`src/rtl/env_generator_if.sv`:
```
// Operator-bank envelope bus: sample-slot control and per-operator parameters
// in, rate request and registered envelope out.
interface env_generator_if #(
  parameter int ENV_WIDTH = 9,
  parameter int OVF_WIDTH = 3
);
  logic                 sample_clk_en;
  logic [4:0]           op_num;
  logic                 key_on;
  logic [3:0]           ar;
  logic [3:0]           dr;
  logic [3:0]           sl;
  logic [3:0]           rr;
  logic                 eg_type;
  logic [OVF_WIDTH-1:0] rate_counter_overflow;
  logic [3:0]           requested_rate;
  logic [ENV_WIDTH-1:0] env;
  logic [1:0]           env_state;

  modport master (
    output sample_clk_en, op_num, key_on, ar, dr, sl, rr, eg_type,
           rate_counter_overflow,
    input  requested_rate, env, env_state
  );

  modport slave (
    input  sample_clk_en, op_num, key_on, ar, dr, sl, rr, eg_type,
           rate_counter_overflow,
    output requested_rate, env, env_state
  );
endinterface

```
`src/rtl/env_generator.sv`:
```
// Time-multiplexed ADSR envelope generator for one OPL2 operator bank; one
// operator is stepped per update slot using the rate counter's overflow count.
module env_generator #(
  parameter int NUM_OPS   = 18,
  parameter int ENV_WIDTH = 9,
  parameter int OVF_WIDTH = 3
) (
  input  logic            clk,
  input  logic            rst,
  env_generator_if.slave  bus
);

  localparam int IDX_W  = $clog2(NUM_OPS);
  localparam int PROD_W = ENV_WIDTH + OVF_WIDTH;
  localparam logic [ENV_WIDTH-1:0] ENV_MAX = {ENV_WIDTH{1'b1}};

  typedef enum logic [1:0] {
    ST_ATTACK  = 2'd0,
    ST_DECAY   = 2'd1,
    ST_SUSTAIN = 2'd2,
    ST_RELEASE = 2'd3
  } env_state_e;

  // e + ov computed one bit wider, clamped to full attenuation.
  function automatic logic [ENV_WIDTH-1:0] sat_add(
    input logic [ENV_WIDTH-1:0] e,
    input logic [OVF_WIDTH-1:0] ov
  );
    logic [ENV_WIDTH:0] sum;
    sum = {1'b0, e} + (ENV_WIDTH+1)'(ov);
    return sum[ENV_WIDTH] ? ENV_MAX : sum[ENV_WIDTH-1:0];
  endfunction

  // Exponential attack step; a nonzero overflow always makes progress.
  function automatic logic [ENV_WIDTH-1:0] attack_step(
    input logic [ENV_WIDTH-1:0] e,
    input logic [OVF_WIDTH-1:0] ov
  );
    logic [PROD_W-1:0]    prod;
    logic [ENV_WIDTH-1:0] step;
    prod = PROD_W'(e) * PROD_W'(ov);
    step = prod[PROD_W-1:3];
    if ((ov != '0) && (step == '0) && (e != '0)) begin
      step = ENV_WIDTH'(1);
    end else begin
      step = step;
    end
    return step;
  endfunction

  function automatic logic [ENV_WIDTH-1:0] decay_target(input logic [3:0] sl);
    return (sl == 4'd15) ? ENV_MAX : ENV_WIDTH'({sl, 4'b0000});
  endfunction

  env_state_e           r_state    [NUM_OPS];
  logic [ENV_WIDTH-1:0] r_env      [NUM_OPS];
  logic                 r_key_prev [NUM_OPS];
  logic                 r_sample_clk_en_d0;
  logic [ENV_WIDTH-1:0] r_env_out;
  env_state_e           r_env_state_out;

  logic                 w_upd;
  logic                 w_op_valid;
  logic [IDX_W-1:0]     w_idx;
  env_state_e           w_cur_state;
  logic [ENV_WIDTH-1:0] w_cur_env;
  logic                 w_cur_kp;
  logic [ENV_WIDTH-1:0] w_sat_sum;
  logic [ENV_WIDTH-1:0] w_att_env;
  logic [ENV_WIDTH-1:0] w_target;
  env_state_e           w_state_nxt;
  logic [ENV_WIDTH-1:0] w_env_nxt;
  logic [3:0]           w_rate;

  assign w_upd       = r_sample_clk_en_d0;
  assign w_op_valid  = (int'(bus.op_num) < NUM_OPS);
  assign w_idx       = w_op_valid ? bus.op_num[IDX_W-1:0] : '0;
  assign w_cur_state = w_op_valid ? r_state[w_idx] : ST_RELEASE;
  assign w_cur_env   = w_op_valid ? r_env[w_idx] : ENV_MAX;
  assign w_cur_kp    = w_op_valid ? r_key_prev[w_idx] : 1'b0;
  assign w_sat_sum   = sat_add(w_cur_env, bus.rate_counter_overflow);
  assign w_att_env   = w_cur_env - attack_step(w_cur_env, bus.rate_counter_overflow);
  assign w_target    = decay_target(bus.sl);

  // Rate selection for the rate counter, from the serviced operator's state.
  always_comb begin
    w_rate = bus.rr;
    case (w_cur_state)
      ST_ATTACK:  w_rate = bus.ar;
      ST_DECAY:   w_rate = bus.dr;
      ST_SUSTAIN: w_rate = bus.eg_type ? 4'd0 : bus.rr;
      ST_RELEASE: w_rate = bus.rr;
      default:    w_rate = bus.rr;
    endcase
  end

  assign bus.requested_rate = w_rate;

  // Next envelope value and state; key edges take priority over the ADSR step.
  always_comb begin
    w_state_nxt = w_cur_state;
    w_env_nxt   = w_cur_env;
    if (bus.key_on && !w_cur_kp) begin
      if (bus.ar == 4'd15) begin
        w_env_nxt   = '0;
        w_state_nxt = ST_DECAY;
      end else begin
        w_state_nxt = ST_ATTACK;
      end
    end else if (!bus.key_on && w_cur_kp) begin
      w_state_nxt = ST_RELEASE;
    end else begin
      case (w_cur_state)
        ST_ATTACK: begin
          w_env_nxt = w_att_env;
          if (w_att_env == '0) begin
            w_state_nxt = ST_DECAY;
          end else begin
            w_state_nxt = ST_ATTACK;
          end
        end
        ST_DECAY: begin
          if (w_sat_sum >= w_target) begin
            w_env_nxt   = w_target;
            w_state_nxt = ST_SUSTAIN;
          end else begin
            w_env_nxt   = w_sat_sum;
          end
        end
        ST_SUSTAIN: begin
          if (!bus.eg_type) begin
            w_env_nxt = w_sat_sum;
          end else begin
            w_env_nxt = w_cur_env;
          end
        end
        ST_RELEASE: w_env_nxt = w_sat_sum;
        default: begin
          w_env_nxt   = ENV_MAX;
          w_state_nxt = ST_RELEASE;
        end
      endcase
    end
  end

  // Per-operator state and output registers, written only on a valid update slot.
  always_ff @(posedge clk) begin
    if (rst) begin
      r_sample_clk_en_d0 <= 1'b0;
      r_env_out          <= ENV_MAX;
      r_env_state_out    <= ST_RELEASE;
      for (int i = 0; i < NUM_OPS; i++) begin
        r_state[i]    <= ST_RELEASE;
        r_env[i]      <= ENV_MAX;
        r_key_prev[i] <= 1'b0;
      end
    end else begin
      r_sample_clk_en_d0 <= bus.sample_clk_en;
      if (w_upd && w_op_valid) begin
        r_state[w_idx]    <= w_state_nxt;
        r_env[w_idx]      <= w_env_nxt;
        r_key_prev[w_idx] <= bus.key_on;
        r_env_out         <= w_env_nxt;
        r_env_state_out   <= w_state_nxt;
      end
    end
  end

  assign bus.env       = r_env_out;
  assign bus.env_state = r_env_state_out;

endmodule

```
`src/flat_wrapper.sv`:
```
// flat-port wrapper written by rule: the top's interface ports become plain ports
module env_generator_flat 
#(
  parameter int NUM_OPS   = 18,
  parameter int ENV_WIDTH = 9,
  parameter int OVF_WIDTH = 3
)
  (clk, rst, bus_sample_clk_en, bus_op_num, bus_key_on, bus_ar, bus_dr, bus_sl, bus_rr, bus_eg_type, bus_rate_counter_overflow, bus_requested_rate, bus_env, bus_env_state);
  env_generator_if #(.ENV_WIDTH(ENV_WIDTH), .OVF_WIDTH(OVF_WIDTH)) bus_i ();
  input  logic clk;
  input  logic rst;
  input wire logic [$bits(bus_i.sample_clk_en)-1:0] bus_sample_clk_en;
  input wire logic [$bits(bus_i.op_num)-1:0] bus_op_num;
  input wire logic [$bits(bus_i.key_on)-1:0] bus_key_on;
  input wire logic [$bits(bus_i.ar)-1:0] bus_ar;
  input wire logic [$bits(bus_i.dr)-1:0] bus_dr;
  input wire logic [$bits(bus_i.sl)-1:0] bus_sl;
  input wire logic [$bits(bus_i.rr)-1:0] bus_rr;
  input wire logic [$bits(bus_i.eg_type)-1:0] bus_eg_type;
  input wire logic [$bits(bus_i.rate_counter_overflow)-1:0] bus_rate_counter_overflow;
  output wire logic [$bits(bus_i.requested_rate)-1:0] bus_requested_rate;
  output wire logic [$bits(bus_i.env)-1:0] bus_env;
  output wire logic [$bits(bus_i.env_state)-1:0] bus_env_state;
  assign bus_i.sample_clk_en = bus_sample_clk_en;
  assign bus_i.op_num = bus_op_num;
  assign bus_i.key_on = bus_key_on;
  assign bus_i.ar = bus_ar;
  assign bus_i.dr = bus_dr;
  assign bus_i.sl = bus_sl;
  assign bus_i.rr = bus_rr;
  assign bus_i.eg_type = bus_eg_type;
  assign bus_i.rate_counter_overflow = bus_rate_counter_overflow;
  assign bus_requested_rate = bus_i.requested_rate;
  assign bus_env = bus_i.env;
  assign bus_env_state = bus_i.env_state;
  env_generator #(.NUM_OPS(NUM_OPS), .ENV_WIDTH(ENV_WIDTH), .OVF_WIDTH(OVF_WIDTH)) u_core (.clk(clk), .rst(rst), .bus(bus_i));
endmodule
```
`config.mk`:
```
export PLATFORM = sky130hd
export DESIGN_NAME = env_generator_flat
export DESIGN_NICKNAME = d
export VERILOG_FILES = /design/src/rtl/env_generator_if.sv /design/src/rtl/env_generator.sv /design/src/flat_wrapper.sv
export SDC_FILE = /design/constraint.sdc
export NUM_CORES = 1
export LEC_CHECK = 0
export CAP_MARGIN = 0
export CORE_UTILIZATION = 35
export CTS_CLUSTER_DIAMETER = 120
export DETAILED_ROUTE_END_ITERATION = 8
export GPL_TIMING_DRIVEN = 0
export SLEW_MARGIN = 25
export SYNTH_ARGS = -nofsm -noshare
export SYNTH_HDL_FRONTEND = slang
export SYNTH_SLANG_ARGS = --single-unit
```
`constraint.sdc`:
```
create_clock -name clk -period 14.1 [get_ports clk]
set_input_delay 2.115 -clock clk [delete_from_list [all_inputs] [get_ports clk]]
set_output_delay 2.115 -clock clk [all_outputs]
set_load 0.05 [all_outputs]
```
==> results of run 1 <==
stage by stage:
stage	hold WS, ns	setup WS [ns]
3_3_place_gp	0.455	2.81
3_5_place_dp	0.462	2.87
2_1_floorplan	0.613	5.50
5_1_grt	0.508	2.89
4_1_cts	0.476	3.42
6_report	0.478	3.20
layer usage:
metal  wire, um  vias up  track usage
met5          0        -            0
met4       2390        0        0.103
met3       6630      140       0.0700
met2      23200      820        0.417
met1      21100     5595        0.366
li1           -     4884            -
final timing paths:
| kind | from | cells past startpoint | slack, ns | end |
|---|---|---|---|---|
| worst max-delay path | bus_op_num[0] | 34 | 3.20 | u_core.r_state[7][0] |
| worst max register to register | u_core.r_env[10][1] | 29 | 6.16 | u_core.r_state[7][0] |
| worst min-delay path | u_core.bus.env[1] | 2 | 0.48 | u_core.bus.env[1] |
| worst min register to register | u_core.bus.env[1] | 2 | 0.48 | u_core.bus.env[1] |
worst min-delay path: stages, from the launching register on:
cell and delay, ns:
dfxtp_1 0.33, nor2_1 0.05, nor2_1 0.07
area by class of cell:
type                            count  area (um^2)  share of cell area
Clock buffer                       34          702              0.0459
Timing Repair Buffer               40          400              0.0262
Clock inverter                     13         61.3             0.00401
Sequential cell                   231         6820               0.446
Multi-Input combinational cell    903         5840               0.382
Inverter                           48          180              0.0118
Buffer                            105          639              0.0419
Tap cell                          511          639              0.0419
registers in the layout, indices dropped and copies added (netlist names):
name / flops
u_core.bus.env_state: 2
u_core.r_sample_clk_en_d0: 1
u_core.bus.env: 9
u_core.r_key_prev: 18
u_core.r_env: 165
u_core.r_state: 36
cells in the final DEF (no fill, tap or decap), drive strengths merged, types with 13 or more instances in the layout:
cell | synthesis | routed
a21oi | 49 | 49
a221oi | 14 | 14
a31oi | 14 | 14
and3 | 13 | 13
buf | 71 | 71
clkbuf | 34 | 68
clkdlybuf4s50 | 0 | 40
edfxtp | 219 | 219
ha | 29 | 29
inv | 48 | 49
mux2i | 26 | 26
nand2 | 225 | 225
nand3 | 59 | 59
nor2 | 75 | 75
nor3 | 34 | 34
o21ai | 68 | 68
or2 | 28 | 28
cell families (layout without fill, tap and decap cells):
group / after synthesis / count (layout) / synth area share
multiplexers: 36 / 36 / 0.0330
other: 1 / 3 / 0.000279
flip-flops: 231 / 231 / 0.507
adder cells (fa/ha/maj): 40 / 40 / 0.0426
AND/OR/NAND/NOR: 509 / 509 / 0.180
XOR/XNOR: 13 / 13 / 0.00949
buffers and inverters: 153 / 240 / 0.0609
AO/OA/AOI/OAI: 302 / 302 / 0.167
report_power, final:
part           internal [mW]  switching, mW  total [mW]
logic                  0.148          0.278       0.426
registers              0.753        0.00222       0.756
clock network          0.349          0.281       0.629
==> results.toml, run 1 <==
[run_status]
status = "finished clean"

[floorplan]
die_w_um = 198
pin_count = 44
placementRows = 71
start_util = 0.356
core_area_um2 = 37800
die_area_um2 = 39200
die_h_um = 198

[synth]
synth_most_common_cell = "nand2_1"
ys_ff_latch = 231
async_flop_share = 0
synth_edf_count = 219
ys_types = 105
ys.flop_type = "edfxtp_1"
synth_common_cells = "nand2_1, edfxtp_1, nor2_1"
synth_top_area_cell = "edfxtp_1"
synth_area_leaders = "edfxtp_1, nand2_1, ha_1"
synth_cells = 1285
yosys_warnings = 0
synth_top_area_share = 0.489
ys_seq_area_frac = 0.507
synth_area_um2 = 13500
avgSynthCellArea_um2 = 10.5

[timing]
worst_pin_slew_ns = 1.12
hold_viol_final = 0
fmax_ghz = 0.0917
drv_slew = 0
min_period_over_period = 0.773
slew_headroom = 0.252
fin_worst_skew_ns = 0.0184
finalSetupTns_ns = 0
min_period_ns = 10.90
setup_viol = 0
rsz0062_at_grt = "no"

[cells_and_area]
n_antenna_cell = 0
fin_cells = 1885
final_util = 0.405
nets = 1423
layout-drive-gt1-share = 0.130
postLayoutCellArea_um2 = 15300
n_fill_cell = 3679
areaGrowthSynthToFinish_pct = 13.6

[route]
drt-wirelength-per-cell_um = 28.3
first_pass_iters = 6
viasPerCell = 6.07
vias = 11400
ant_nets = 0
drt_wl_total_um = 53300
drc = 0
detail_route.iter0.violations = 1471

[setup_path]
slowest_stage = "a221oi_1"
critPathKind = "input pin to flip-flop"
crit_buf_inv = 6
cp_data_arrival_time_ns = 11.16
worst_setup_path_end_kind = "flip-flop"
setup.worst_path.start_class = "input pin"
cp_max_fo = 10
cp_top_family = "compound AO/OA/AOI/OAI gates"
slowest_delay_ns = 0.59
required_ns = 14.36

[cts]
hold_buffers = 0
cts_root_buf = "clkbuf_16"
clk_pin_slew_ns = 0.06
cts_tree = "done"
insertion_delay_ns = 0.54
htreeDepth = 1
cts_made_buffers = 26
ctsLongestPathBuffers = 3
cts.sinks = 231
cts_resized = 0
cts_setup_buffers = 0

[power_and_ir_drop]
power_mw = 1.81
irDropWorstVdd_mv = 0.0813
leakage_nw = 4.75
power.density_nw_per_um2 = 119

[global_route]
grt-ovfl-total = 0
grt_pass1_wl_um = 75800
grt_pass1_vias = 10900
grt_antenna_before_repair = 0
grt.total_usage = 0.271
grt_max_degree = 13

[placed_design]
dp_cells = 1838
port_buffers = 40
placed_cell_area_um2 = 14500
gp_congestion = 1.02
hpwl_um = 36900

[run]
drv_cap = 0

[min_path]
hp-class = "flip-flop to flip-flop"
No activity file was read; power rests on OpenSTA's default activity.
==> run 2, diff against run 1 <==
Clock period 14.1 ns to 11.1 ns, I/O delays scaled along.
==> results of run 2 <==
The final DEF is identical to that of run 1. Status: finished clean.
Among the figures that moved: setup slack after placement 2.87 ns -> 0.316 ns; setup slack after layout 3.20 ns -> 0.646 ns; register-to-register setup slack 6.16 ns -> 3.16 ns; total power 1.81 mW -> 2.30 mW; worst IR drop on VDD 0.0813 mV -> 0.103 mV
==> run 3, diff against run 2 <==
Settings changed: CORE_UTILIZATION 35 to 52, PLACE_DENSITY set to 0.69.
==> run 3 against run 2 <==
Effect of this change: combinational power barely moved; die area decreased by 32%; clock skew is 0.0055 ns lower; critical path depth unchanged; utilization grew 19 points; setup slack gained 0.33 ns; hold slack got worse by 0.010 ns; cell count down 9.5%; sequential share of layout area grew 0.44 points; via count up 0.23%; global-route usage grew 12 points; largest cell class unchanged.
==> results.toml, run 3 (synthesis gave the netlist of run 1 again) <==
[run_status]
status = "finished clean"

[setup_path]
critPathKind = "input pin to flip-flop"
cp_max_fo = 10
r2r_cells = 29
required_ns = 11.38
worst_setup_path_end_kind = "flip-flop"
cp_data_arrival_time_ns = 10.40
setup.worst_path.start_class = "input pin"
slowest_stage = "clkdlybuf4s50_1"
slowest_delay_ns = 0.59

[floorplan]
die_w_um = 163
start_util = 0.533
placementRows = 58
die_h_um = 163
pin_count = 44
die_area_um2 = 26500
core_area_um2 = 25300

[power_and_ir_drop]
intPower_mw = 1.64
power_frac_seq = 0.408
switching_share = 0.305
irDropWorstVdd_mv = 0.150
share_comb_of_total_power = 0.230
power.density_nw_per_um2 = 155
leakage_nw = 4.79
p_switching_mw = 0.717
pwr-share-clk = 0.362

[cells_and_area]
layout-drive-gt1-share = 0.134
largest_reg_flops = 165
nets = 1423
layout_common_cells = "nand2_1, edfxtp_1, nor2_1, o21ai_0, nand3_1"
postLayoutCellArea_um2 = 15100
largest_registers = "u_core.r_env x165, u_core.r_state x36, u_core.r_key_prev x18"
areaGrowthSynthToFinish_pct = 12.5
regMostFlops = "u_core.r_env"
n_antenna_cell = 0
final_common_cell = "nand2_1"

[placed_design]
gp_congestion = 1.01
port_buffers = 40
placed_cell_area_um2 = 14300
hpwl_um = 35500

[global_route]
grt_antenna_before_repair = 0
grt.total_usage = 0.388
grt_pass1_wl_um = 73100
grt_pass1_vias = 11000
grt_max_degree = 15
grt-ovfl-total = 0

[timing]
worst_pin_slew_ns = 1.03
min_period_ns = 10.12
slew_headroom = 0.314
rsz0062_at_grt = "no"
min_period_over_period = 0.912
finalSetupTns_ns = 0
setup_viol = 0
hold_viol_final = 0
fmax_ghz = 0.0988
drv_slew = 0
fin_worst_skew_ns = 0.0129

[cts]
clk_pin_slew_ns = 0.06
cts_setup_buffers = 0
cts_tree = "done"
cts.sinks = 231
cts_root_buf = "clkbuf_16"
insertion_delay_ns = 0.56
cts_made_buffers = 26
cts_resized = 0
ctsLongestPathBuffers = 3
hold_buffers = 0
htreeDepth = 1

[min_path]
hold_depth = 2
hp-class = "flip-flop to flip-flop"

[route]
ant_nets = 0
vias = 11500
drt_wl_total_um = 50700
drc = 0
drt-wirelength-per-cell_um = 29.7
first_pass_iters = 6
detail_route.iter0.violations = 1699
viasPerCell = 6.72

[run]
drv_cap = 0
-- run 3: cell types whose count changed in the layout (fill, tap and decap cells not counted) --
cell        delta
a2111oi_0      +1
inv_6          -1
clkbuf_8       +8
a2111oi_1      -1
clkinv_16      +1
clkbuf_16      -1
clkinv_1       -8
clkbuf_1       +4
clkinvlp_4     -1
clkinv_2       -1
-- run 3: worst paths after layout --
| kind | start | to | slack (ns) |
|---|---|---|---|
| worst max-delay path | bus_op_num[0] | u_core.r_state[3][0] | 0.98 |
| worst min register to register | u_core.bus.env[7] | u_core.bus.env[7] | 0.47 |
| worst max register to register | u_core.r_env[10][1] | u_core.r_state[3][0] | 3.21 |
| worst min-delay path | u_core.bus.env[7] | u_core.bus.env[7] | 0.47 |
-- run 3: power groups by stage --
stage	clock, mW	sequential (mW)	combinational, mW
floorplan	0	0.984	0.354
global route	0.873	0.960	0.579
finish	0.852	0.960	0.541
CTS	0.840	0.960	0.526
detailed placement	0	0.978	0.523
global placement	0	0.978	0.518
-- run 3: area by class of cell --
| class | count | area [um^2] |
|---|---|---|
| Clock inverter | 3 | 40.0 |
| Inverter | 48 | 180 |
| Clock buffer | 45 | 802 |
| Tap cell | 330 | 413 |
| Buffer | 105 | 639 |
| Sequential cell | 231 | 6820 |
| Multi-Input combinational cell | 903 | 5840 |
| Fill cell | 2173 | 10100 |
| Timing Repair Buffer | 40 | 400 |
-- run 3: worst max-delay path, delay by kind of cell --
| kind | cells | cell delay (ns) |
|---|---|---|
| adder cells (fa/ha/maj) | 4 | 1.29 |
| AO/OA/AOI/OAI | 14 | 3.46 |
| buffers and inverters | 6 | 2.30 |
| AND/OR/NAND/NOR | 8 | 1.09 |
| XOR/XNOR | 2 | 0.55 |
-- run 3: layer usage --
metal  routed length, um  vias to the layer above  global-route usage
met3                6290                      180              0.0993
li1                    -                     4902                   -
met4                3030                        0               0.208
met1               19300                     5491               0.515
met5                   0                        -                   0
met2               22000                      892               0.583
-- run 3: stage by stage --
step / setup slack [ns] / hold WS, ns / instances / util / total power, mW
2_1_floorplan: 2.95 / 0.613 / 1287 / - / 1.34
3_3_place_gp: 0.711 / 0.453 / 1657 / 0.565 / 1.50
3_5_place_dp: 0.736 / 0.462 / 1657 / 0.565 / 1.50
4_1_cts: 1.28 / 0.473 / 1705 / 0.599 / 2.33
5_1_grt: 0.692 / 0.498 / 1705 / 0.599 / 2.41
6_report: 0.976 / 0.468 / 1705 / 0.599 / 2.35
